**config.mk**
```make
export PLATFORM = sky130hd
export DESIGN_NAME = int_math_seq
export DESIGN_NICKNAME = d
export VERILOG_FILES = /design/src/rtl/int_math_seq.sv
export SDC_FILE = /design/constraint.sdc
export NUM_CORES = 1
export LEC_CHECK = 0
export ABC_AREA = 1
export BUFFER_PORTS_ARGS = -buffer_cell sky130_fd_sc_hd__buf_2
export CAP_MARGIN = 10
export CORE_ASPECT_RATIO = 0.9
export CORE_MARGIN = 3
export CORE_UTILIZATION = 40
export CTS_BUF_LIST = sky130_fd_sc_hd__clkbuf_8
export DETAILED_ROUTE_END_ITERATION = 8
export PLACE_DENSITY_LB_ADDON = 0.25
export SYNTH_ARGS = -nofsm -noshare
export SYNTH_HDL_FRONTEND = slang
export SYNTH_SLANG_ARGS = --single-unit
export TNS_END_PERCENT = 50
```
**constraint.sdc**
```tcl
create_clock -name clk -period 7.44 [get_ports clk]
set_input_delay 1.488 -clock clk [delete_from_list [all_inputs] [get_ports clk]]
set_output_delay 1.488 -clock clk [all_outputs]
set_load 0.01 [all_outputs]
```
**src/rtl/int_math_seq.sv**
```systemverilog
// Sequential integer math unit: ceil-log2, floor-log2 and integer square root
// of an unsigned operand, one request at a time behind valid/ready handshakes.
module int_math_seq #(
  parameter int unsigned WIDTH = 16
) (
  input  logic             clk,
  input  logic             rst_n,
  input  logic             in_valid,
  output logic             in_ready,
  input  logic [1:0]       op,
  input  logic [WIDTH-1:0] operand,
  output logic             out_valid,
  input  logic             out_ready,
  output logic [WIDTH-1:0] result,
  output logic             err
);

  localparam int unsigned HALF  = WIDTH / 2;
  localparam int unsigned CNT_W = $clog2(HALF) + 1;
  localparam int unsigned REM_W = HALF + 2;
  localparam int unsigned SH_W  = REM_W + 2;

  typedef enum logic [1:0] {
    IDLE = 2'd0,
    CALC = 2'd1,
    DONE = 2'd2
  } state_t;

  typedef enum logic [1:0] {
    OP_CLOG2 = 2'd0,
    OP_FLOG2 = 2'd1,
    OP_ISQRT = 2'd2,
    OP_RSVD  = 2'd3
  } op_t;

  state_t           state_q;
  op_t              op_q;
  logic [WIDTH-1:0] x_q;
  logic [REM_W-1:0] rem_q;
  logic [HALF-1:0]  root_q;
  logic [CNT_W-1:0] cnt_q;
  logic             in_ready_q;
  logic             out_valid_q;
  logic [WIDTH-1:0] result_q;
  logic             err_q;

  logic [WIDTH-1:0] flog_d;
  logic [WIDTH-1:0] clog_d;
  logic [SH_W-1:0]  rem_shift;
  logic [SH_W-1:0]  trial;
  logic [REM_W-1:0] rem_d;
  logic [HALF-1:0]  root_d;

  function automatic logic [WIDTH-1:0] msb_idx(input logic [WIDTH-1:0] v);
    logic [WIDTH-1:0] idx;
    idx = '0;
    for (int unsigned i = 0; i < WIDTH; i++) begin
      if (v[i]) idx = WIDTH'(i);
    end
    return idx;
  endfunction

  always_comb begin
    flog_d = msb_idx(x_q);
    clog_d = (x_q <= WIDTH'(1)) ? '0 : msb_idx(x_q - WIDTH'(1)) + WIDTH'(1);
  end

  // One restoring-sqrt step: bring down the next two operand bits and try
  // subtracting 4*root+1; the remainder never exceeds 2*root, so REM_W holds it.
  always_comb begin
    rem_shift = {rem_q, x_q[WIDTH-1 -: 2]};
    trial     = SH_W'({root_q, 2'b01});
    if (rem_shift >= trial) begin
      rem_d  = REM_W'(rem_shift - trial);
      root_d = {root_q[HALF-2:0], 1'b1};
    end else begin
      rem_d  = REM_W'(rem_shift);
      root_d = {root_q[HALF-2:0], 1'b0};
    end
  end

  always_ff @(posedge clk or negedge rst_n) begin
    if (!rst_n) begin
      state_q     <= IDLE;
      op_q        <= OP_CLOG2;
      x_q         <= '0;
      rem_q       <= '0;
      root_q      <= '0;
      cnt_q       <= '0;
      in_ready_q  <= 1'b0;
      out_valid_q <= 1'b0;
      result_q    <= '0;
      err_q       <= 1'b0;
    end else begin
      case (state_q)
        IDLE: begin
          if (in_valid && in_ready_q) begin
            op_q       <= op_t'(op);
            x_q        <= operand;
            rem_q      <= '0;
            root_q     <= '0;
            cnt_q      <= '0;
            in_ready_q <= 1'b0;
            state_q    <= CALC;
          end else begin
            in_ready_q <= 1'b1;
          end
        end
        CALC: begin
          case (op_q)
            OP_ISQRT: begin
              rem_q  <= rem_d;
              root_q <= root_d;
              x_q    <= x_q << 2;
              cnt_q  <= cnt_q + CNT_W'(1);
              if (cnt_q == CNT_W'(HALF - 1)) begin
                result_q    <= WIDTH'(root_d);
                err_q       <= 1'b0;
                out_valid_q <= 1'b1;
                state_q     <= DONE;
              end
            end
            OP_CLOG2: begin
              result_q    <= clog_d;
              err_q       <= 1'b0;
              out_valid_q <= 1'b1;
              state_q     <= DONE;
            end
            OP_FLOG2: begin
              result_q    <= (x_q == '0) ? '0 : flog_d;
              err_q       <= (x_q == '0);
              out_valid_q <= 1'b1;
              state_q     <= DONE;
            end
            default: begin
              result_q    <= '0;
              err_q       <= 1'b1;
              out_valid_q <= 1'b1;
              state_q     <= DONE;
            end
          endcase
        end
        DONE: begin
          if (out_ready) begin
            out_valid_q <= 1'b0;
            state_q     <= IDLE;
            in_ready_q  <= 1'b1;
          end
        end
        default: begin
          state_q     <= IDLE;
          out_valid_q <= 1'b0;
          in_ready_q  <= 1'b0;
        end
      endcase
    end
  end

  assign in_ready  = in_ready_q;
  assign out_valid = out_valid_q;
  assign result    = result_q;
  assign err       = err_q;

endmodule

```
==> results of run 1 <==
## worst min-delay path: stages (launching register included)
cell and delay, ps:
dfrtp_1 360, nand2_1 50, nand2_1 50
## power groups by stage
stage	clock network (mW)	logic, mW	registers (mW)
final	0.176	1.04	0.469
after floorplan	0	0.808	0.462
after CTS	0.180	1.04	0.467
after detailed placement	0	1.04	0.473
after global placement	0	1.03	0.472
after global routing	0.193	1.20	0.482
## how the worst max path moves through the flow
stage                     startpoint  endpoint  depth (start not counted)
after floorplan             in_valid    x_q[3]                          7
after global placement      in_valid   x_q[11]                          8
after detailed placement    in_valid    x_q[9]                          8
after CTS                   in_valid    x_q[5]                          8
after global routing        in_valid   x_q[14]                          8
final                       in_valid    x_q[5]                          8
## through the flow
step,instances,hold slack [ps],area [sq um],setup WS (ps)
2_1_floorplan,476,441,3540,4630
3_3_place_gp,606,459,3760,3890
3_5_place_dp,606,461,3760,3790
4_1_cts,614,490,3850,4120
5_1_grt,614,522,3850,3830
6_report,614,483,3850,4160
## logic make-up (layout without fill, tap and decap cells)
kind of cell    after synthesis  after routing  share of synthesized area
compound gates              112            112                      0.190
xor+xnor                     14             14                     0.0371
fa+ha+maj                    15             15                     0.0535
buf+inv                      82            105                     0.0966
flops                        53             53                      0.378
other cells                   1              8                    0.00107
simple gates                192            192                      0.244
## area by class of cell
type,instances,area [sq um]
flip-flops and latches,53,1330
repair buffers,35,183
well taps,115,144
fillers,884,4450
multi-input cells,341,1870
clock inverters,3,25.0
inverters,62,233
clock buffers,5,68.8
## cells in the final DEF (no fill, tap or decap), drive strengths merged
cell and instances:
o211ai 18, a22o 1, o22ai 9, nand3b 2, a32o 1, o21ai 54
a2111oi 1, clkbuf 5, nor3 4, nor2 46, clkinvlp 1, a21boi 3
xor2 12, o21bai 3, nand2 118, inv 63, nand4 1, ha 15
dfrtp 53, buf 35, a21oi 20, o31ai 2, nand3 19, conb 8
clkinv 1, xnor2 2, and2 1, or2 1
## sequential cells by signal, summed over array words and instances (netlist names)
| signal | cells |
|---|---|
| rem_q | 10 |
| in_ready | 1 |
| x_q | 16 |
| err | 1 |
| result | 8 |
| root_q | 8 |
| state_q | 2 |
| cnt_q | 4 |
| out_valid | 1 |
| op_q | 2 |
## layer usage
metal | track usage | vias up | part of all wire
met4 | 0.0295 | 0 | 0.0059
met2 | 0.274 | 44 | 0.44
li1 | - | 1578 | -
met3 | 0.0376 | 5 | 0.038
met1 | 0.244 | 1405 | 0.52
met5 | 0 | - | 0
==> summary.txt, run 1 <==
Yosys
  – Syn Std Cell Area: 3510 sq um
  – Synth top area share: 0.378
  – Most instantiated library cell after synthesis: nand2_1
  – Ys Warns: 0
  – EDFF count, synth: 0
  – Register area share after synthesis: 0.378
  – Post-synthesis instance total: 469
  – Commonest cells in the netlist: 112 x nand2_1, 61 x inv_1, 53 x dfrtp_1, 51 x o21ai_0, 38 x nor2_1
  – Flops & latches, synth: 53
  – Synth cell types: 39
  – Syn avg cell area: 7.49 sq um
  – Area leader, netlist: dfrtp_1
  – FFs w/ async S/R, synth: 1.00
  – Main synth FF type: dfrtp_1
  – Largest cells by area after synthesis: dfrtp_1 38%, nand2_1 12%, o21ai_0 7.3%, inv_1 6.5%, ha_1 5.3%

Power
  – Maximum vdd ir drop: 0.000145 V
  – Clk pwr share: 0.104
  – Sequential group share of total power: 0.278
  – Sw Ratio: 0.520
  – Combinational Power Share: 0.617
  – Pwr dens: 437 nW/um^2
  – Pleak: 1.93 nW
  – Total power: 1.68 mW
  – Psw: 0.875 mW
  – Power Internal: 0.809 mW

Worst setup path
  – WP data arrival: 3440 ps
  – CP cell instances: buf_2, nand2_1, nor3_1, buf_4, nor2_1, inv_1, o211ai_1, o21ai_0
  – Critical path fanouts, max: 41
  – Reg2reg end: rem_q[7]
  – Crit. End Element: flip-flop
  – Worst EP required: 7600 ps
  – Top Family by Delay on Critical Path: buffers and inverters
  – Slowest cell delay on critical path: 670 ps
  – Max stage delay cell, worst path: inv_1
  – RR Startpoint: root_q[3]
  – Startpoint types: input pin
  – WP buf/inv: 3
  – Crit Path Class: input pin to flip-flop
  – R2R depth: 11
  – Reg2Reg Setup Slack: 4510 ps

Route
  – Drc violations: 0
  – Initial DRC Count: 218
  – WL/cell: 13.2 um
  – Drt first pass iters: 4
  – Via density: 4.94
  – Final ANT Viol Nets: 0
  – Via Count: 3032
  – WL final: 8130 um

Global routing
  – GRT Util Overall: 0.172
  – First-pass GRT wire length: 13800 um
  – Initial antenna violation count: 0
  – Grt ovf: 0
  – Vias in the first global route: 2856
  – Largest net degree at the start of global routing: 54

Placed design
  – Gpl congestion: 0.819
  – Buffers on Ports: 32
  – Hpwl dp: 6120 um

Cells and area
  – N_diodes: 0
  – Final nets: 535
  – Area growth from synthesis to layout: 9.76%
  – Post-layout util: 0.464
  – Layout cell share with drive strength beyond 1: 0.132

Clock network
  – Root buffer cell: clkbuf_8
  – Hold Buf Count CTS: 0
  – # Post-CTS Setup Buffers: 0
  – CTS tree: built
  – H-tree depth: 2
  – Maximum clock path buffer count: 2
  – Post-cts resize count: 0
  – CTS buffer count: 5
  – Clock latency on the worst-skew pair: 320 ps
  – # clock sinks: 53
  – Clock transition at path regs: 110 ps

Hold path
  – Worst Hold Depth: 2
  – Hold Crit Class: flip-flop to flip-flop
  – Hold Path Origin: result[3]
  – Hold EP: result[3]

Timing
  – RSZ-0062 raised after global routing: no
  – Max Clock Skew: 16.0 ps
  – Max Freq: 0.305 GHz
  – Worst-margin pin slew: 1120 ps
  – Final setup vio count: 0
  – Rel. slew slack: 0.253
  – Max Slew Vio Count: 0
  – Total negative slack: 0 ps
  – Minimum clock period after layout: 3280 ps
  – Tcrit/Tclk final: 0.441
  – Hold Fails Final Rpt: 0

Die
  – Row count: 31
  – Starting Density: 0.423
  – Die Span X: 105 um
  – Core area: 8300 sq um
  – Die Footprint: 9940 sq um
  – Ports: 41
  – Die Y: 94.9 um

Flow run
  – Max cap viols: 0

Run status
  – Outcome: finished, final reports clean
Note: power is estimated with default switching activity, not from simulation.
==> run 2: changes to the inputs <==
- clock period: 7.44 -> 3.3 ns (I/O delays scaled with it)
==> run 2 against run 1 <==
Compared with the run above:
- utilization grew 0.29 points
- critical path depth grew 9
- setup slack lost 3600 ps
- register-to-register slack lost 3900 ps
- final cell count grew 0.49%
- power grew 130%
- global-route usage grew 0.48 points
==> summary.txt, run 2 (synthesized netlist as in run 1, its figures left out) <==
Run status
  – Outcome: finished, final reports clean

Timing
  – Hold WS: 454 ps (-29.2 ps)
  – Final setup vio count: 0 (unchanged)
  – Max Clock Skew: 5.91 ps (-10.1 ps)
  – Max Freq: 0.366 GHz
  – Worst-margin pin slew: 804 ps (-315 ps)
  – RSZ-0062 raised after global routing: no
  – Rel. slew slack: 0.462 (+0.209)
  – Hold Fails Final Rpt: 0 (unchanged)
  – Min setup slack post-route: 568 ps (-3590 ps)
  – Tcrit/Tclk final: 0.828
  – Max Slew Vio Count: 0 (unchanged)
  – Minimum clock period after layout: 2730 ps
  – Total negative slack: 0 ps (unchanged)

Power
  – Clk pwr share: 0.104 (about the same)
  – Pwr dens: 991 nW/um^2 (+130%)
  – Sequential group share of total power: 0.274 (-0.004)
  – Maximum vdd ir drop: 0.000378 V (+160%)
  – Psw: 1.99 mW (+130%)
  – Sw Ratio: 0.517 (-0.00275)
  – Power Internal: 1.86 mW (+130%)
  – Pleak: 1.94 nW (+0.66%)
  – Total power: 3.84 mW (+130%)
  – Combinational Power Share: 0.622 (+0.005)

Clock network
  – Root buffer cell: clkbuf_8
  – # clock sinks: 53 (unchanged)
  – CTS tree: built
  – H-tree depth: 2 (unchanged)
  – Clock latency on the worst-skew pair: 320 ps (about the same)
  – Maximum clock path buffer count: 2 (unchanged)
  – Clock transition at path regs: 110 ps (about the same)
  – Post-cts resize count: 0 (unchanged)
  – CTS buffer count: 5 (unchanged)
  – # Post-CTS Setup Buffers: 0 (unchanged)
  – Hold Buf Count CTS: 0 (unchanged)

Route
  – Initial DRC Count: 178 (-18%)
  – Via Count: 3068 (+1.2%)
  – Drt first pass iters: 4 (unchanged)
  – Via density: 4.97 (+0.70%)
  – WL/cell: 13.3 um (+0.30%)
  – Final ANT Viol Nets: 0 (unchanged)
  – Drc violations: 0 (unchanged)
  – WL final: 8190 um (+0.79%)

Cells and area
  – Post-route cell area: 3880 sq um (+0.62%)
  – Max reg flops: 16 (unchanged)
  – Area growth from synthesis to layout: 10.4%
  – Final cell count without fillers: 617 (+0.49%)
  – Post-layout util: 0.467 (+0.00286)
  – Most frequent cells in the layout: 112 x nand2_1, 61 x inv_1, 53 x dfrtp_1
  – Filler cells: 846 (-4.3%)
  – Layout cell share with drive strength beyond 1: 0.137 (+0.00519)
  – Commonest non-fill, non-tap cell in the layout: nand2_1
  – N_diodes: 0 (unchanged)
  – Final nets: 538 (+0.56%)
  – Biggest regs: x_q (16), rem_q (10)
  – Reg with most FFs: x_q

Die
  – Core area: 8300 sq um (unchanged)
  – Ports: 41 (unchanged)
  – Die Y: 94.9 um (unchanged)
  – Die Footprint: 9940 sq um (unchanged)
  – Starting Density: 0.423 (unchanged)
  – Row count: 31 (unchanged)
  – Die Span X: 105 um (unchanged)

Placed design
  – Placement Setup Slack: 597 ps (-3190 ps)
  – Gpl congestion: 0.867 (+5.9%)
  – Placed cell area: 3780 sq um (+0.60%)
  – Hpwl dp: 6210 um (+1.5%)
  – Dpl cells: 609 (+0.50%)
  – Buffers on Ports: 32 (unchanged)

Worst setup path
  – Crit Path Class: flip-flop to flip-flop
  – WP data arrival: 3000 ps (-440 ps)
  – Startpoint types: flip-flop
  – Worst EP required: 3570 ps (-4030 ps)
  – Crit. End Element: flip-flop
  – Critical path fanouts, max: 6 (-85%)

Global routing
  – Vias in the first global route: 3043 (+6.5%)
  – First-pass GRT wire length: 14400 um (+4.4%)
  – Largest net degree at the start of global routing: 54 (unchanged)
  – Grt ovf: 0 (unchanged)
  – GRT Util Overall: 0.177 (+0.00477)
  – Initial antenna violation count: 0 (unchanged)

Hold path
  – Hold Crit Class: input pin to async pin

Flow run
  – Max cap viols: 0 (unchanged)
run 2: changes by cell type in the layout (fill, tap and decap cells not counted), sizes merged:
cell,delta
clkinvlp,+1
buf,+3
clkinv,-1
run 2: power by group through the flow:
stage	clock, mW	combinational [mW]	sequential, mW
after floorplan	0	1.82	1.04
after global placement	0	2.34	1.06
after detailed placement	0	2.37	1.06
after CTS	0.417	2.39	1.05
after global routing	0.440	2.74	1.09
final	0.401	2.39	1.05
run 2: worst max-delay path: stages (launching register included):
cell      delay [ps]
dfrtp_1          410
inv_1            160
ha_1             340
nand2_4          110
nor2_8           150
nand2_2           80
o21ai_2          130
o21ai_2           70
nor2_2            90
inv_2             50
o21bai_1         290
nand2_1          100
ha_1             240
a21oi_1          150
o21ai_1           80
o211ai_1          80
nand2_1           80
nand2_1           70
run 2: cell type report:
class | instances | area [sq um] | share of cell area
multi-input combinational | 341 | 1870 | 0.483
tap | 115 | 144 | 0.0371
clock buffer | 5 | 68.8 | 0.0177
timing repair buffer | 38 | 205 | 0.0529
clock inverter | 3 | 26.3 | 0.00678
inverter | 62 | 233 | 0.0600
sequential | 53 | 1330 | 0.342
run 2: path summary, 6_finish.rpt:
kind / to / from / cells past startpoint / slack, ps
hold reg to reg: rem_q[9] / rem_q[9] / 2 / 480
setup reg to reg: result[2] / x_q[0] / 17 / 570
setup / recovery: result[2] / x_q[0] / 17 / 570
hold / removal: x_q[3] / rst_n / 2 / 450
max in group asynchronous: op_q[0] / rst_n / 2 / 2390
min in group clk: rem_q[9] / rem_q[9] / 2 / 480
run 2: routing by layer:
| layer | global-route usage | up-vias | part of all wire | wire, um |
|---|---|---|---|---|
| li1 | - | 1586 | - | - |
| met1 | 0.248 | 1435 | 0.51 | 4180 |
| met2 | 0.288 | 40 | 0.45 | 3680 |
| met3 | 0.0294 | 7 | 0.032 | 260 |
| met4 | 0.0372 | 0 | 0.0088 | 72 |
| met5 | 0 | - | 0 | 0 |
==> run 3: changes to the inputs <==
- clock period: 3.3 -> 2.3 ns (I/O delays scaled with it)
==> run 3 against run 2 <==
Compared with the run above:
- the run now ends with setup timing left
- setup slack worse by 630 ps
- final cell count rose by 8.4%
- clock skew up 4.5 ps
- routed wire length is 12% higher
- sequential power rose by 43%
- design area grew 16%
- combinational power grew 100%
- power grew 79%
- critical path type unchanged
- largest cell class unchanged
- largest power group unchanged
- highest routed layer unchanged
==> summary.txt, run 3 (synthesized netlist as in run 1, its figures left out) <==
Run status
  – Outcome: finished with violations
  – Failing checks: setup timing

Placed design
  – Hpwl dp: 6760 um (+8.8%)
  – Placed cell area: 4070 sq um (+7.5%)
  – Gpl congestion: 0.926 (+6.7%)
  – Dpl cells: 643 (+5.6%)
  – Buffers on Ports: 32 (unchanged)

Timing
  – Hold Fails Final Rpt: 0 (unchanged)
  – Max Slew Vio Count: 0 (unchanged)
  – Tcrit/Tclk final: 1.03 (+0.198)
  – Worst-margin pin slew: 664 ps (-140 ps)
  – Max Clock Skew: 10.4 ps (+4.50 ps)
  – Min setup slack post-route: -59.3 ps (-628 ps)
  – Final setup vio count: 3 (+3)
  – Max Freq: 0.424 GHz (+16%)
  – RSZ-0062 raised after global routing: yes
  – Rel. slew slack: 0.557 (+0.0954)
  – Minimum clock period after layout: 2360 ps (-372 ps)

Worst setup path
  – CP cell instances: inv_2, ha_4, nand2_4, nor2_8, buf_6, nand3_4, nor2_4, xor2_2, nand2_2, nor2_4, nand2_4, buf_4, o21ai_1, o211ai_1, nand2_1, nand2_1
  – Max stage delay cell, worst path: dfrtp_1
  – Top Family by Delay on Critical Path: simple AND/OR/NAND/NOR gates
  – WP data arrival: 2580 ps (-420 ps)
  – Critical path fanouts, max: 6 (unchanged)
  – WP buf/inv: 3 (+1)
  – Worst EP required: 2520 ps (-1050 ps)
  – Crit Path Class: flip-flop to flip-flop
  – Startpoint types: flip-flop
  – Slowest cell delay on critical path: 430 ps (+20 ps)
  – Crit. End Element: flip-flop

Die
  – Die Y: 94.9 um (unchanged)
  – Die Span X: 105 um (unchanged)
  – Starting Density: 0.423 (unchanged)
  – Row count: 31 (unchanged)
  – Ports: 41 (unchanged)
  – Die Footprint: 9940 sq um (unchanged)
  – Core area: 8300 sq um (unchanged)

Clock network
  – CTS buffer count: 5 (unchanged)
  – Clock latency on the worst-skew pair: 320 ps (about the same)
  – Clock transition at path regs: 110 ps (about the same)
  – CTS tree: built
  – Root buffer cell: clkbuf_8
  – H-tree depth: 2 (unchanged)
  – Maximum clock path buffer count: 2 (unchanged)
  – Hold Buf Count CTS: 0 (unchanged)
  – # clock sinks: 53 (unchanged)

Cells and area
  – Reg with most FFs: x_q
  – Biggest regs: x_q (16), rem_q (10)
  – Layout cell share with drive strength beyond 1: 0.296 (+0.159)
  – Most frequent cells in the layout: 108 x nand2_1, 53 x inv_1, 53 x dfrtp_1
  – Final nets: 590 (+9.7%)
  – Commonest non-fill, non-tap cell in the layout: nand2_1
  – Post-route cell area: 4520 sq um (+16%)
  – Final cell count without fillers: 669 (+8.4%)
  – Max reg flops: 16 (unchanged)
  – Area growth from synthesis to layout: 28.7%
  – N_diodes: 0 (unchanged)

Power
  – Pleak: 2.25 nW (+16%)
  – Maximum vdd ir drop: 0.000468 V (+24%)
  – Pwr dens: 1520 nW/um^2 (+53%)

Global routing
  – Largest net degree at the start of global routing: 42 (-22%)
  – GRT Util Overall: 0.192 (+0.0153)
  – Grt ovf: 0 (unchanged)
  – Initial antenna violation count: 0 (unchanged)
  – First-pass GRT wire length: 15500 um (+7.8%)
  – Vias in the first global route: 3178 (+4.4%)

Route
  – Via Count: 3326 (+8.4%)
  – Via density: 4.97 (about the same)
  – Initial DRC Count: 156 (-12%)
  – Final ANT Viol Nets: 0 (unchanged)
  – Drc violations: 0 (unchanged)
  – WL final: 9140 um (+12%)
  – Drt first pass iters: 5 (+1)
  – WL/cell: 13.7 um (+2.9%)

Flow run
  – Max cap viols: 0 (unchanged)

Hold path
  – Hold Crit Class: input pin to async pin
run 3: cell types whose count changed in the layout (fill, tap and decap cells not counted), moves of 4 or more:
cell     previous run  this run
inv_1              61        53
buf_4               6        52
inv_2               1         9
o21ai_1             1         7
o21ai_0            51        44
nand2_1           112       108
ha_1               15        11
a21oi_1            20        11
a21oi_2             0         9
ha_4                0         4
nor2_1             37        32
run 3: cell type report:
type	count	area, sq um
Clock buffer	5	68.8
Clock inverter	3	25.0
Fill cell	780	3780
Inverter	62	233
Multi-Input combinational cell	341	2090
Sequential cell	53	1330
Tap cell	115	144
Timing Repair Buffer	90	629
run 3: metal layers:
metal	global-route usage	vias up	share of wire
met5	0	-	0
met4	0.0328	0	0.0062
met3	0.0246	5	0.045
met2	0.310	77	0.47
met1	0.280	1559	0.48
li1	-	1685	-
run 3: path summary, 6_finish.rpt:
path                            start   endpoint  slack [ps]  cells past startpoint
max                            x_q[0]  result[2]         -60                     16
min                             rst_n   rem_q[9]         170                      1
max reg2reg                    x_q[0]  result[2]         -60                     16
min reg2reg                 result[3]  result[3]         490                      2
max in group asynchronous       rst_n    x_q[15]        1460                      2
min in group clk           operand[0]     x_q[0]         360                      3
run 3: power breakdown:
group | switching [mW] | internal [mW]
registers | 0.265 | 1.24
logic | 2.72 | 2.07
clock network | 0.350 | 0.221
run 3: repair_timing:
action / 4_1_cts / 5_1_grt
buffers inserted: 7 / 10
gates cloned: 1 / 0
resized for setup: 29 / 33
pin swaps: 16 / 13
setup endpoints to repair: 9 / 16
run 3: stage by stage:
stage / TNS, ps / util / setup WS, ps / hold WS, ps / total power [mW]
floorplan: 0 / - / 3.75 / 164 / 4.14
global placement: -26.5 / 0.490 / -26.5 / 454 / 5.37
detailed placement: -303 / 0.490 / -74.2 / 458 / 5.45
CTS: -5.31 / 0.520 / -5.31 / 186 / 6.45
global route: -746 / 0.544 / -213 / 212 / 7.53
finish: -102 / 0.544 / -59.3 / 166 / 6.87
